File: config.mk
export PLATFORM = sky130hd
export DESIGN_NAME = init_done_initiator
export DESIGN_NICKNAME = d
export VERILOG_FILES = /design/src/rtl/init_done_initiator_pkg.sv /design/src/rtl/init_done_initiator_sat_counter.sv /design/src/rtl/init_done_initiator.sv
export SDC_FILE = /design/constraint.sdc
export NUM_CORES = 1
export LEC_CHECK = 0
export BUFFER_PORTS_ARGS = -buffer_cell sky130_fd_sc_hd__buf_2
export CAP_MARGIN = 20
export CORE_ASPECT_RATIO = 1.5
export CORE_MARGIN = 5
export CORE_UTILIZATION = 50
export DETAILED_ROUTE_END_ITERATION = 8
export PLACE_DENSITY_LB_ADDON = 0.05
export SLEW_MARGIN = 40
export SYNTH_ARGS = -nofsm -noshare
export SYNTH_HDL_FRONTEND = slang
export SYNTH_SLANG_ARGS = --single-unit
File: constraint.sdc
create_clock -name clk -period 2.1 [get_ports clk]
set_input_delay 0.105 -clock clk [delete_from_list [all_inputs] [get_ports clk]]
set_output_delay 0.105 -clock clk [all_outputs]
set_load 0.02 [all_outputs]
File: src/rtl/init_done_initiator_pkg.sv
// -----------------------------------------------------------------------------
// init_done_initiator_pkg
// Shared definitions for the INIT/DONE handshake initiator:
//   - state_e     : 3-bit FSM state encoding
//   - DEFAULT_*   : default INIT hold length and DONE timeout
//   - CNT_W/CNT_MAX: width and saturation value of the latency counter
// -----------------------------------------------------------------------------
package init_done_initiator_pkg;

    typedef enum logic [2:0] {
        IDLE         = 3'd0,
        ISSUE        = 3'd1,
        WAIT_DONE    = 3'd2,
        WAIT_RELEASE = 3'd3,
        COMPLETE     = 3'd4,
        ERROR        = 3'd5
    } state_e;

    localparam int DEFAULT_INIT_HOLD = 2;
    localparam int DEFAULT_TIMEOUT   = 200;

    localparam int              CNT_W   = 8;
    localparam logic [CNT_W-1:0] CNT_MAX = '1;

endpackage

File: src/rtl/init_done_initiator_sat_counter.sv
// -----------------------------------------------------------------------------
// sat_counter
// 8-bit up counter that sticks at its maximum value instead of wrapping.
// Ports:
//   clk    in   clock, rising edge
//   rst    in   synchronous active-high reset, clears the count
//   clear  in   synchronous clear, takes priority over enable
//   enable in   count up by one this cycle (unless saturated)
//   count  out  current count (registered)
// -----------------------------------------------------------------------------
module sat_counter
    import init_done_initiator_pkg::*;
(
    input  logic             clk,
    input  logic             rst,
    input  logic             clear,
    input  logic             enable,
    output logic [CNT_W-1:0] count
);

    logic [CNT_W-1:0] count_q;

    always_ff @(posedge clk) begin
        if (rst) begin
            count_q <= '0;
        end else if (clear) begin
            count_q <= '0;
        end else if (enable && (count_q != CNT_MAX)) begin
            count_q <= count_q + 1'b1;
        end
    end

    assign count = count_q;

endmodule

File: src/rtl/init_done_initiator.sv
// -----------------------------------------------------------------------------
// init_done_initiator
// Issues an INIT command to a control unit on a processor start request,
// waits for the DONE level to rise and fall again, measures the INIT-rise to
// DONE-rise latency and flags a sticky timeout if DONE never arrives.
// Parameters:
//   INIT_HOLD  cycles INIT is held high per request (1..15)
//   TIMEOUT    max cycles from INIT rise to DONE rise (2..255)
// Ports:
//   clk      in   clock, rising edge
//   rst      in   synchronous active-high reset
//   start    in   processor request, sampled every cycle
//   DONE     in   completion level from the control unit
//   INIT     out  start command to the control unit
//   busy     out  high from accepted start until back in IDLE
//   ready    out  one-cycle pulse on successful completion
//   timeout  out  sticky error flag, cleared by the next accepted start
//   latency  out  INIT-rise to DONE-rise cycles of the last good transaction
// All outputs come straight from flops.
// -----------------------------------------------------------------------------
module init_done_initiator
    import init_done_initiator_pkg::*;
#(
    parameter int INIT_HOLD = DEFAULT_INIT_HOLD,
    parameter int TIMEOUT   = DEFAULT_TIMEOUT
)
(
    input  logic             clk,
    input  logic             rst,
    input  logic             start,
    input  logic             DONE,
    output logic             INIT,
    output logic             busy,
    output logic             ready,
    output logic             timeout,
    output logic [CNT_W-1:0] latency
);

    localparam logic [3:0]       HOLD_LAST     = 4'(INIT_HOLD - 1);
    localparam logic [CNT_W-1:0] TIMEOUT_LIMIT = CNT_W'(TIMEOUT);

    state_e           state_q, state_d;
    logic [3:0]       hold_q, hold_d;
    logic [CNT_W-1:0] latency_q, latency_d;
    logic             timeout_q, timeout_d;
    logic             init_q, busy_q, ready_q;

    logic             cnt_clear;
    logic             cnt_enable;
    logic [CNT_W-1:0] cnt_value;

    sat_counter u_sat_counter (
        .clk    (clk),
        .rst    (rst),
        .clear  (cnt_clear),
        .enable (cnt_enable),
        .count  (cnt_value)
    );

    // Next-state logic. The counter runs through ISSUE and WAIT_DONE, so its
    // value while in WAIT_DONE is exactly the distance from the INIT rise.
    always_comb begin
        state_d    = state_q;
        hold_d     = hold_q;
        latency_d  = latency_q;
        timeout_d  = timeout_q;
        cnt_clear  = 1'b0;
        cnt_enable = (state_q == ISSUE) || (state_q == WAIT_DONE);

        case (state_q)
            IDLE: begin
                // A DONE still high from a previous completion blocks a new request.
                if (start && !DONE) begin
                    state_d   = ISSUE;
                    hold_d    = '0;
                    cnt_clear = 1'b1;
                    timeout_d = 1'b0;
                end
            end
            ISSUE: begin
                // DONE seen while still issuing skips the measurement entirely.
                if (DONE) begin
                    state_d = WAIT_RELEASE;
                end else if (hold_q == HOLD_LAST) begin
                    state_d = WAIT_DONE;
                end else begin
                    hold_d = hold_q + 4'd1;
                end
            end
            WAIT_DONE: begin
                if (DONE) begin
                    latency_d = cnt_value;
                    state_d   = WAIT_RELEASE;
                end else if (cnt_value >= TIMEOUT_LIMIT) begin
                    timeout_d = 1'b1;
                    state_d   = ERROR;
                end
            end
            WAIT_RELEASE: begin
                if (!DONE) begin
                    state_d = COMPLETE;
                end
            end
            COMPLETE: begin
                state_d = IDLE;
            end
            ERROR: begin
                state_d = IDLE;
            end
            default: begin
                state_d = IDLE;
            end
        endcase
    end

    // State and output registers. Outputs are decoded from the next state so
    // they line up with the state they describe without any input-to-output path.
    always_ff @(posedge clk) begin
        if (rst) begin
            state_q   <= IDLE;
            hold_q    <= '0;
            latency_q <= '0;
            timeout_q <= 1'b0;
            init_q    <= 1'b0;
            busy_q    <= 1'b0;
            ready_q   <= 1'b0;
        end else begin
            state_q   <= state_d;
            hold_q    <= hold_d;
            latency_q <= latency_d;
            timeout_q <= timeout_d;
            init_q    <= (state_d == ISSUE);
            busy_q    <= (state_d != IDLE);
            ready_q   <= (state_d == COMPLETE);
        end
    end

    assign INIT    = init_q;
    assign busy    = busy_q;
    assign ready   = ready_q;
    assign timeout = timeout_q;
    assign latency = latency_q;

endmodule

Yosys cells after proc, flatten, opt, wreduce, memory -nomap -nowiden
Index checks and enable logic that the tools add are counted.

word-level totals
  memories = 0
  bits of input ports = 4
  bits in read-only memories = 0
  bits in latches = 0
  output and inout bits = 12
  bits in writable memories = 0
  word-level logic and storage cells = 52
  flip-flop bits (word level) = 27

operators by class
  bitwise operators = 0
  divide/modulo/power cells = 0
  shift-type cells = 0
  order comparisons = 1
  reduce and logical (&&, ||, !) cells = 12
  eq/ne operators = 12
  multiplexer cells = 17
  add/sub/neg operators = 2
  $mul = 0

operator list
  cell                                                       count
  2-to-1 mux 3 bit                                           6
  2-to-1 mux 4 bit                                           3
  one-hot mux 3 bit (4 select lines)                         1
  adder 8 x 1 -> 8 bit (second input constant)               1
  greater-or-equal comparator 8 bit (second input constant)  1
  != test 2 bit (second input constant)                      4
  != test 8 bit (second input constant)                      1
  one-hot mux 4 bit (2 select lines)                         1
  AND reduction 4 bit                                        2
  equality test 3 x 1 -> 1 bit (second input constant)       2
  equality test 3 x 2 -> 1 bit (second input constant)       2
  2-to-1 mux 1 bit                                           5
  adder 4 x 1 -> 4 bit (second input constant)               1
  equality test 4 x 1 -> 1 bit (second input constant)       1
  nonzero test 2 bit                                         2
  equality test 3 bit (second input constant)                1
  zero test 3 bit                                            1
  nonzero test 3 bit                                         1
  logical AND 1 bit                                          2
  != test 2 x 1 -> 1 bit (second input constant)             1
  one-hot mux 1 bit (2 select lines)                         1
  AND reduction 2 bit                                        1
  OR reduction 2 bit                                         1
  zero test 1 bit                                            1
  logical OR 1 bit                                           1

Longest topological paths before layout
Gate-level depths: netlist of the first run.

  word-level depth = 5
  gate-level depth with buffers = 6
  depth with buffers taken out = 6

By module
A second synthesis of the first run with hierarchy kept.

second synthesis, totals
  cell total of the unflattened synthesis = 146
  area, all modules = 1341.3 sq um

modules (own cells, without submodules)
  module               area each (sq um)  cells an instance  instances  seq. area each (sq um)
  init_done_initiator  905.9              99                 1          380.4
  sat_counter          435.4              47                 1          160.2

Worst setup path before layout of the first run
Ideal clock, no wire load.

  path kind = register to register
  from = register hold_q[0]
  to = register ready_q, in the netlist ready
  slack = 0.510 ns
  data arrival time = 1.531 ns
  path buffers = 0
  setup time = 0.059 ns
  stages on the path, launching flop included = 6
  clock period less this slack = 1.590 ns
  required time = 2.041 ns
  cell sequence = dfxtp_1 > ha_1 > or3b_2 > o211ai_1 > o211a_1 > and2_1

between the ends
  cells in the longest elaborated chain, start to end = 5

RTL lines
  what                                RTL line                    text
  start, declared                     init_done_initiator.sv:43   logic [3:0] hold_q, hold_d;
  start signal, assigned              init_done_initiator.sv:129  hold_q <= hold_d;
  equality test 4 x 1 -> 1 bit        init_done_initiator.sv:84   end else if (hold_q == HOLD_LAST) begin
  2-to-1 mux 3 bit                    init_done_initiator.sv:84
  2-to-1 mux 3 bit                    init_done_initiator.sv:82   if (DONE) begin
  one-hot mux 3 bit (4 select lines)  init_done_initiator.sv:70   case (state_q)
  equality test 3 bit                 init_done_initiator.sv:134  ready_q <= (state_d == COMPLETE);
  end signal, assigned                init_done_initiator.sv:134
  end, declared                       init_done_initiator.sv:46   logic init_q, busy_q, ready_q;

Every way passes these cells.
A chain may end at the register's enable or synchronous reset.

Worst setup path after layout of the first run
  from = register state_q[0]
  to = register u_sat_counter.count_q[7], in the netlist u_sat_counter.count[7]

between the ends
  cells in the longest elaborated chain, start to end = 3
  elaborated cells on any way between the ends = 7
  classes of those cells = eq/ne: 2; mux: 1; reduce/logical: 4

RTL lines
  what                                                                             RTL line                                              text
  start, declared                                                                  init_done_initiator.sv:42                             state_e state_q, state_d;
  start signal, assigned                                                           init_done_initiator.sv:128                            state_q <= state_d;
  zero test 3 bit, or another cell as far along                                    init_done_initiator.sv:70
  2-to-1 mux 1 bit / logical OR 1 bit (equally long branches)                      init_done_initiator.sv:70, init_done_initiator.sv:68
  OR reduction 2 bit (no source line) / logical AND 1 bit (equally long branches)  -
  end signal, assigned                                                             init_done_initiator_sat_counter.sv:29                 count_q <= count_q + 1'b1;
  end, declared                                                                    init_done_initiator_sat_counter.sv:21                 logic [CNT_W-1:0] count_q;

Several ways; a longest one is shown, not always the timed one.

==> results of run 1 <==
-- per-layer routing --
metal	up-vias	global-route usage	share of wire	wire length, um
li1	557	-	-	-
met5	-	0	0	0
met2	21	0.2748	0.56	1394
met4	0	0.04665	0.0085	21
met3	2	0.01840	0.030	75
met1	520	0.1713	0.40	989
-- synth_stat cells --
library cell,count
buf_6,2
o21ai_0,4
or4_1,3
a21boi_0,1
inv_1,6
a211oi_1,1
ha_1,4
nand3_1,5
or3b_2,1
clkbuf_2,1
or3_4,1
o211a_1,2
nand2_1,26
o31ai_1,3
nor4_2,1
or3_1,3
o311a_1,1
clkbuf_1,4
nor3b_2,1
mux2i_1,1
nor2_2,1
nor3_1,3
xor2_2,1
a21oi_1,18
nor2b_1,1
a21o_1,2
xnor2_1,3
and2_1,3
dfxtp_1,27
a311oi_4,1
o41ai_1,1
nand2b_1,1
nand4_1,1
o211ai_4,1
nor2_1,13
and3_1,1
a31oi_1,1
o211ai_1,3
-- cells by family (layout without fill, tap and decap cells) --
kind of cell | after synthesis | in the layout
AO/OA/AOI/OAI | 39 | 39
adder cells (fa/ha/maj) | 4 | 4
buffers and inverters | 13 | 25
AND/OR/NAND/NOR | 65 | 65
XOR/XNOR | 4 | 4
multiplexers | 1 | 1
flip-flops | 27 | 27
-- cells in the final DEF, fill, tap and decap left out, drive strengths merged, types with 4 or more instances in the layout --
cell and count:
a21oi 18, or3 4, o211ai 4, nand3 5, buf 15, o21ai 4
inv 7, ha 4, dfxtp 27, nor2 14, nand2 26
-- stage by stage --
stage / cell area (um^2) / power, mW
2_1_floorplan: 1309 / 0.6850
3_3_place_gp: 1371 / 0.7057
3_5_place_dp: 1371 / 0.7097
4_1_cts: 1403 / 0.9425
5_1_grt: 1403 / 0.9828
6_report: 1403 / 0.9267
-- power by group through the flow --
stage / Clock (mW) / Combinational, mW / Sequential, mW
finish: 0.230 / 0.142 / 0.555
global route: 0.264 / 0.160 / 0.559
CTS: 0.243 / 0.144 / 0.555
detailed placement: 0 / 0.143 / 0.566
global placement: 0 / 0.141 / 0.565
floorplan: 0 / 0.127 / 0.558
-- worst register-to-register path, cell delays in order (launching register included) --
cell,delay (ps)
dfxtp_1,630
xor2_2,270
o211ai_4,160
or4_1,490
a21oi_1,150
-- final timing paths --
path	startpoint	endpoint	slack [ps]	cells past startpoint
min reg2reg	latency[3]	latency[3]	460	2
max reg2reg	state_q[0]	u_sat_counter.count[7]	350	4
max	state_q[0]	u_sat_counter.count[7]	350	4
min	start	busy	60	3
-- flip-flops by register name, summed over array words and instances, names as in the netlist --
register / count
busy: 1
state_q: 3
latency: 8
u_sat_counter.count: 8
INIT: 1
timeout: 1
ready: 1
hold_q: 4
-- layout make-up --
cell class | instances | area (um^2) | area share
clock inverter | 1 | 8.758 | 0.006244
multi-input combinational | 113 | 703.2 | 0.5013
timing repair buffer | 15 | 75.07 | 0.05352
clock buffer | 3 | 22.52 | 0.01606
tap | 24 | 30.03 | 0.02141
inverter | 6 | 22.52 | 0.01606
sequential | 27 | 540.5 | 0.3854
==> impl_results.md, run 1 <==
- Routed WL per cell: 13.13 um
- Final setup viols: 0
- Chip Width: 51.78 um
- Number of H-tree levels: 1
- XOR/XNOR share of the synthesized area: 0.03250
- Root Driver: clkbuf_4
- Synth top area cells: dfxtp_1 (41%), nand2_1 (7.5%), a21oi_1 (6.9%), ha_1 (3.8%), nor2_1 (3.7%)
- RSZ-0062 raised after global routing: false
- Area share of fa/ha/maj cells after synthesis: 0.03824
- Fin Setup TNS: 0 ps
- WP data arrival: between 2000 and 2500 ps
- Initial DRC count: 21
- Max-cap viol count: 0
- Initial DRT Pass Iterations: 4
- CTS Buffer Depth: 2
- Final core utilization: 0.5662
- Place WS: roughly 380 ps
- I/O Pins: 16
- Critical-path cell list: xor2_2 > o211ai_4 > or4_1 > a21oi_1
- Worst hold path type: input port to flip-flop
- Critical Path Fanout Max: 10
- Outcome: completed
- Final hold vios: 0
- Worst-Skew Late Latency: about 320 ps
- Tightest Pin Transition: between 400 and 500 ps
- CP peak stage delay: between 600 and 700 ps
- Mux contribution to synthesized area: 0.007648
- Cell taking the most area after synthesis: dfxtp_1
- Post-DP HPWL: approximately 1900 um
- Worst path bufs/invs: 0
- Area grow syn2layout: 7.171%
- Family with the most delay on the worst path: flip-flops
- Inserted Clock Buffers: 3
- Cells after Synth: around 150
- Slew headroom: 0.6997
- Crit end category: flip-flop
- Fin Clk Skew: between 3 and 4 ps
- Filler cells: 237
- Setup CP Type: flip-flop to flip-flop
- Routed WL: approximately 2500 um
- Initial Utilization: 0.5283
- Yosys top cell area share: 0.4130
- Buffer count from post-CTS setup fixing: 0
- Sequential area share after synthesis: 0.4130
- Combinational power share: 0.154
- Worst Slack Setup Final: between 300 and 400 ps
- Sink Count: 27
- Post-synthesis register bit count: 27
- # hold bufs at CTS: 0
- Synth Area in Compound Gates: 0.2122
- # port buffers: 15
- Critical Path RT: between 2000 and 2500 ps
- TritonCTS clock tree: built
- Nets: ~170
- Power share of the clock group: 0.248
- Leak pwr: roughly 0.55 nW
- Pwr Density: around 660 mW/mm^2
- Grt total ovfl: 0
- Via count: between 1,000 and 1,500
- Tmin final: around 1800 ps
- Layout cells sized above 1: 0.1636
- Flop pwr share: 0.599
- Diode count: 0
- Core area: 0.002477 mm^2
- Simple-gate share of the synthesized area: 0.2467
- Row Count: 22
- Resized Gates After CTS: 0
- Slowest stage cell, crit path: dfxtp_1
- First-pass GRT wire length: ~4400 um
- Clock transition at path regs: roughly 150 ps
- Crit path launch type: flip-flop
- GP Congestion: about 0.79
- Yosys warnings: 0
- Net switching fraction of the power: 0.2834
- # DRC: 0
- Final cell count without fillers: 189
- Slew Limit Fails: 0
- Via-to-Cell Ratio: around 5.8
- Pin count of the biggest net entering global routing: 18
- Initial antenna violation count: 0
- Antenna Violating Nets Remaining: 0
- Post-synthesis cell type count: 38
- Area of the mapped netlist: ~0.0013 mm^2
- Placed Instances: around 190
- Hold_ws: 55.29 ps
- Syn_area_per_cell: roughly 8.6 um^2
- Die ar.: about 0.0038 mm^2
- Vert. Die Dim: slightly above 70 um
- GRT Resource Usage Total: 0.1480
- Cell internal pwr: roughly 0.66 mW
- Maximum vdd drop: about 0.37 mV
- Net switching power: 0.2626 mW
- Net count after synthesis: ~160
- Main combinational cell family by area after synthesis: simple AND/OR/NAND/NOR gates
- Post-route clock period utilization: 0.8342
- Vias in the first global route: around 1,100
- Fmax: 570.8 MHz
Note: power is estimated with default switching activity, not from simulation.
==> inputs of run 2 (changes only) <==
Clock period 2.1 ns to 1.45 ns, I/O delays scaled along.
==> impl_results.md, run 2 (synthesized netlist as in run 1, its figures left out) <==
- Pwr Density: 868.6 mW/mm^2 (+31%)
- Critical Path RT: 1730 ps (-630 ps)
- Die ar.: 0.003762 mm^2 (unchanged)
- Worst-Skew Late Latency: 330 ps (about the same)
- Sink Count: 27 (unchanged)
- Vert. Die Dim: 72.66 um (unchanged)
- Outcome: finished with violations
- RSZ-0062 raised after global routing: true
- Area after DPL: 0.001534 mm^2 (+12%)
- DR WL met3: 74 um (-1.3%)
- DR top layer: met4
- Failing checks: negative setup slack
- Crit path launch type: flip-flop
- # hold bufs at CTS: 0 (unchanged)
- Clock transition at path regs: 150 ps (about the same)
- Fmax: 677.4 MHz (+19%)
- Initial antenna violation count: 0 (unchanged)
- Final setup viols: 2 (+2)
- DR WL met2: 1671 um (+20%)
- GP Congestion: 0.8125 (+2.7%)
- Max-cap viol count: 0 (unchanged)
- Fin Clk Skew: 6.749 ps (+3.059 ps)
- Via count: 1,182 (+7.5%)
- Final hold vios: 0 (unchanged)
- Vias in the first global route: 1,086 (+1.7%)
- Tmin final: 1476 ps (-275.6 ps)
- I/O Pins: 16 (unchanged)
- First-pass GRT wire length: 4740 um (+7.3%)
- Grt total ovfl: 0 (unchanged)
- Worst hold path type: input port to flip-flop
- TritonCTS clock tree: built
- Row Count: 22 (unchanged)
- Critical-path cell list: buf_4 > nand3_1 > or4_4 > a21oi_2
- Most frequent cells in the layout: nand2_1 (25), dfxtp_1 (19), buf_4 (18)
- Fin Setup TNS: -52.42 ps (-52.42 ps)
- Routed WL: 2985 um (+20%)
- Area grow syn2layout: 26.86%
- Tightest Pin Transition: 423.1 ps (-26.72 ps)
- Post-DP HPWL: 2169 um (+14%)
- Slew Limit Fails: 0 (unchanged)
- Core area: 0.002477 mm^2 (unchanged)
- Inserted Clock Buffers: 3 (unchanged)
- Initial Utilization: 0.5283 (unchanged)
- Maximum vdd drop: 0.6925 mV (+88%)
- Root Driver: clkbuf_4
- Setup CP Type: flip-flop to flip-flop
- Number of H-tree levels: 1 (unchanged)
- # DRC: 0 (unchanged)
- Crit end category: flip-flop
- Critical Path Fanout Max: 5 (-5)
- # port buffers: 15 (unchanged)
- Filler cells: 205 (-14%)
- CP peak stage delay: 570 ps (-60 ps)
- Pin count of the biggest net entering global routing: 16 (-2)
- Routed WL per cell: 14.28 um (+8.8%)
- Slew headroom: 0.7169 (+0.01718)
- Antenna Violating Nets Remaining: 0 (unchanged)
- WP data arrival: 1750 ps (-260 ps)
- Diode count: 0 (unchanged)
- CTS Buffer Depth: 2 (unchanged)
- Chip Width: 51.78 um (unchanged)
- Post-route clock period utilization: 1.018 (+0.1839)
- Final Instance Area: 0.001660 mm^2 (+18%)
- Worst path bufs/invs: 1 (+1)
- Worst Slack Setup Final: -26.33 ps (-374.4 ps)
- Nets: 194 (+11%)
- Slowest stage cell, crit path: or4_4
- Via-to-Cell Ratio: 5.656 (-2.8%)
- Commonest non-fill, non-tap cell in the layout: nand2_1
- Family with the most delay on the worst path: simple AND/OR/NAND/NOR gates
- Initial DRT Pass Iterations: 4 (unchanged)
- Metal1 wirelength: 1183 um (+20%)
- Layout cells sized above 1: 0.3784 (+0.2147)
- GRT Resource Usage Total: 0.1649 (+0.01693)
- Leak pwr: 0.6720 nW (+22%)
- Initial DRC count: 23 (+9.5%)
## run 2: cell count changes in the layout (fill, tap and decap cells not counted), sizes merged
cell	change
inv	-1
clkinv	+1
buf	+20
## run 2: cell type report
class | instances | area, um^2 | share of cell area
Sequential cell | 27 | 555.5 | 0.3346
Inverter | 6 | 22.52 | 0.01356
Timing Repair Buffer | 35 | 232.7 | 0.1402
Clock inverter | 1 | 5.005 | 0.003014
Tap cell | 24 | 30.03 | 0.01809
Multi-Input combinational cell | 113 | 792.0 | 0.4770
Clock buffer | 3 | 22.52 | 0.01356
## run 2: what timing repair did
action | in CTS | in global routing
cloned | 0 | 0
buffers inserted | 1 | 0
resized for setup | 4 | 24
endpoints found under the setup margin | 15 | 23
pin swaps | 6 | 9
## run 2: worst reg2reg max path: stages, from the launching register on
cell     delay, ps
dfxtp_2        390
buf_4          140
nand3_1        180
or4_4          570
a21oi_2        150
## run 2: per-stage QoR
step                      total power [mW]  hold slack [ps]  std cells    util  setup WS, ps
after floorplan                     0.9994            151.8        153       -        -12.94
after global placement               1.091            362.6        204  0.6192         5.791
after detailed placement             1.096            380.6        204  0.6192        -12.56
after CTS                            1.429            8.694        209  0.6369        -41.39
after global routing                 1.515            10.60        209  0.6702        -116.7
final                                1.442            13.58        209  0.6702        -26.33
## run 2: path summary, 6_finish.rpt
check	from	to	slack [ps]	depth (start not counted)
max	u_sat_counter.count[0]	u_sat_counter.count[7]	-30	4
min	start	busy	10	3
max reg2reg	u_sat_counter.count[0]	u_sat_counter.count[7]	-30	4
min reg2reg	latency[7]	latency[7]	460	2
## run 2: where the power goes
group	switching (mW)	leakage [nW]	internal [mW]
combinational	0.169	0.432	0.150
clock	0.226	0.0177	0.104
sequential	0.0241	0.223	0.769
## run 2: metal layers
metal / global-route usage / up-vias
li1: - / 599
met1: 0.1707 / 556
met2: 0.3258 / 20
met3: 0.02454 / 7
met4: 0.05248 / 0
met5: 0 / -
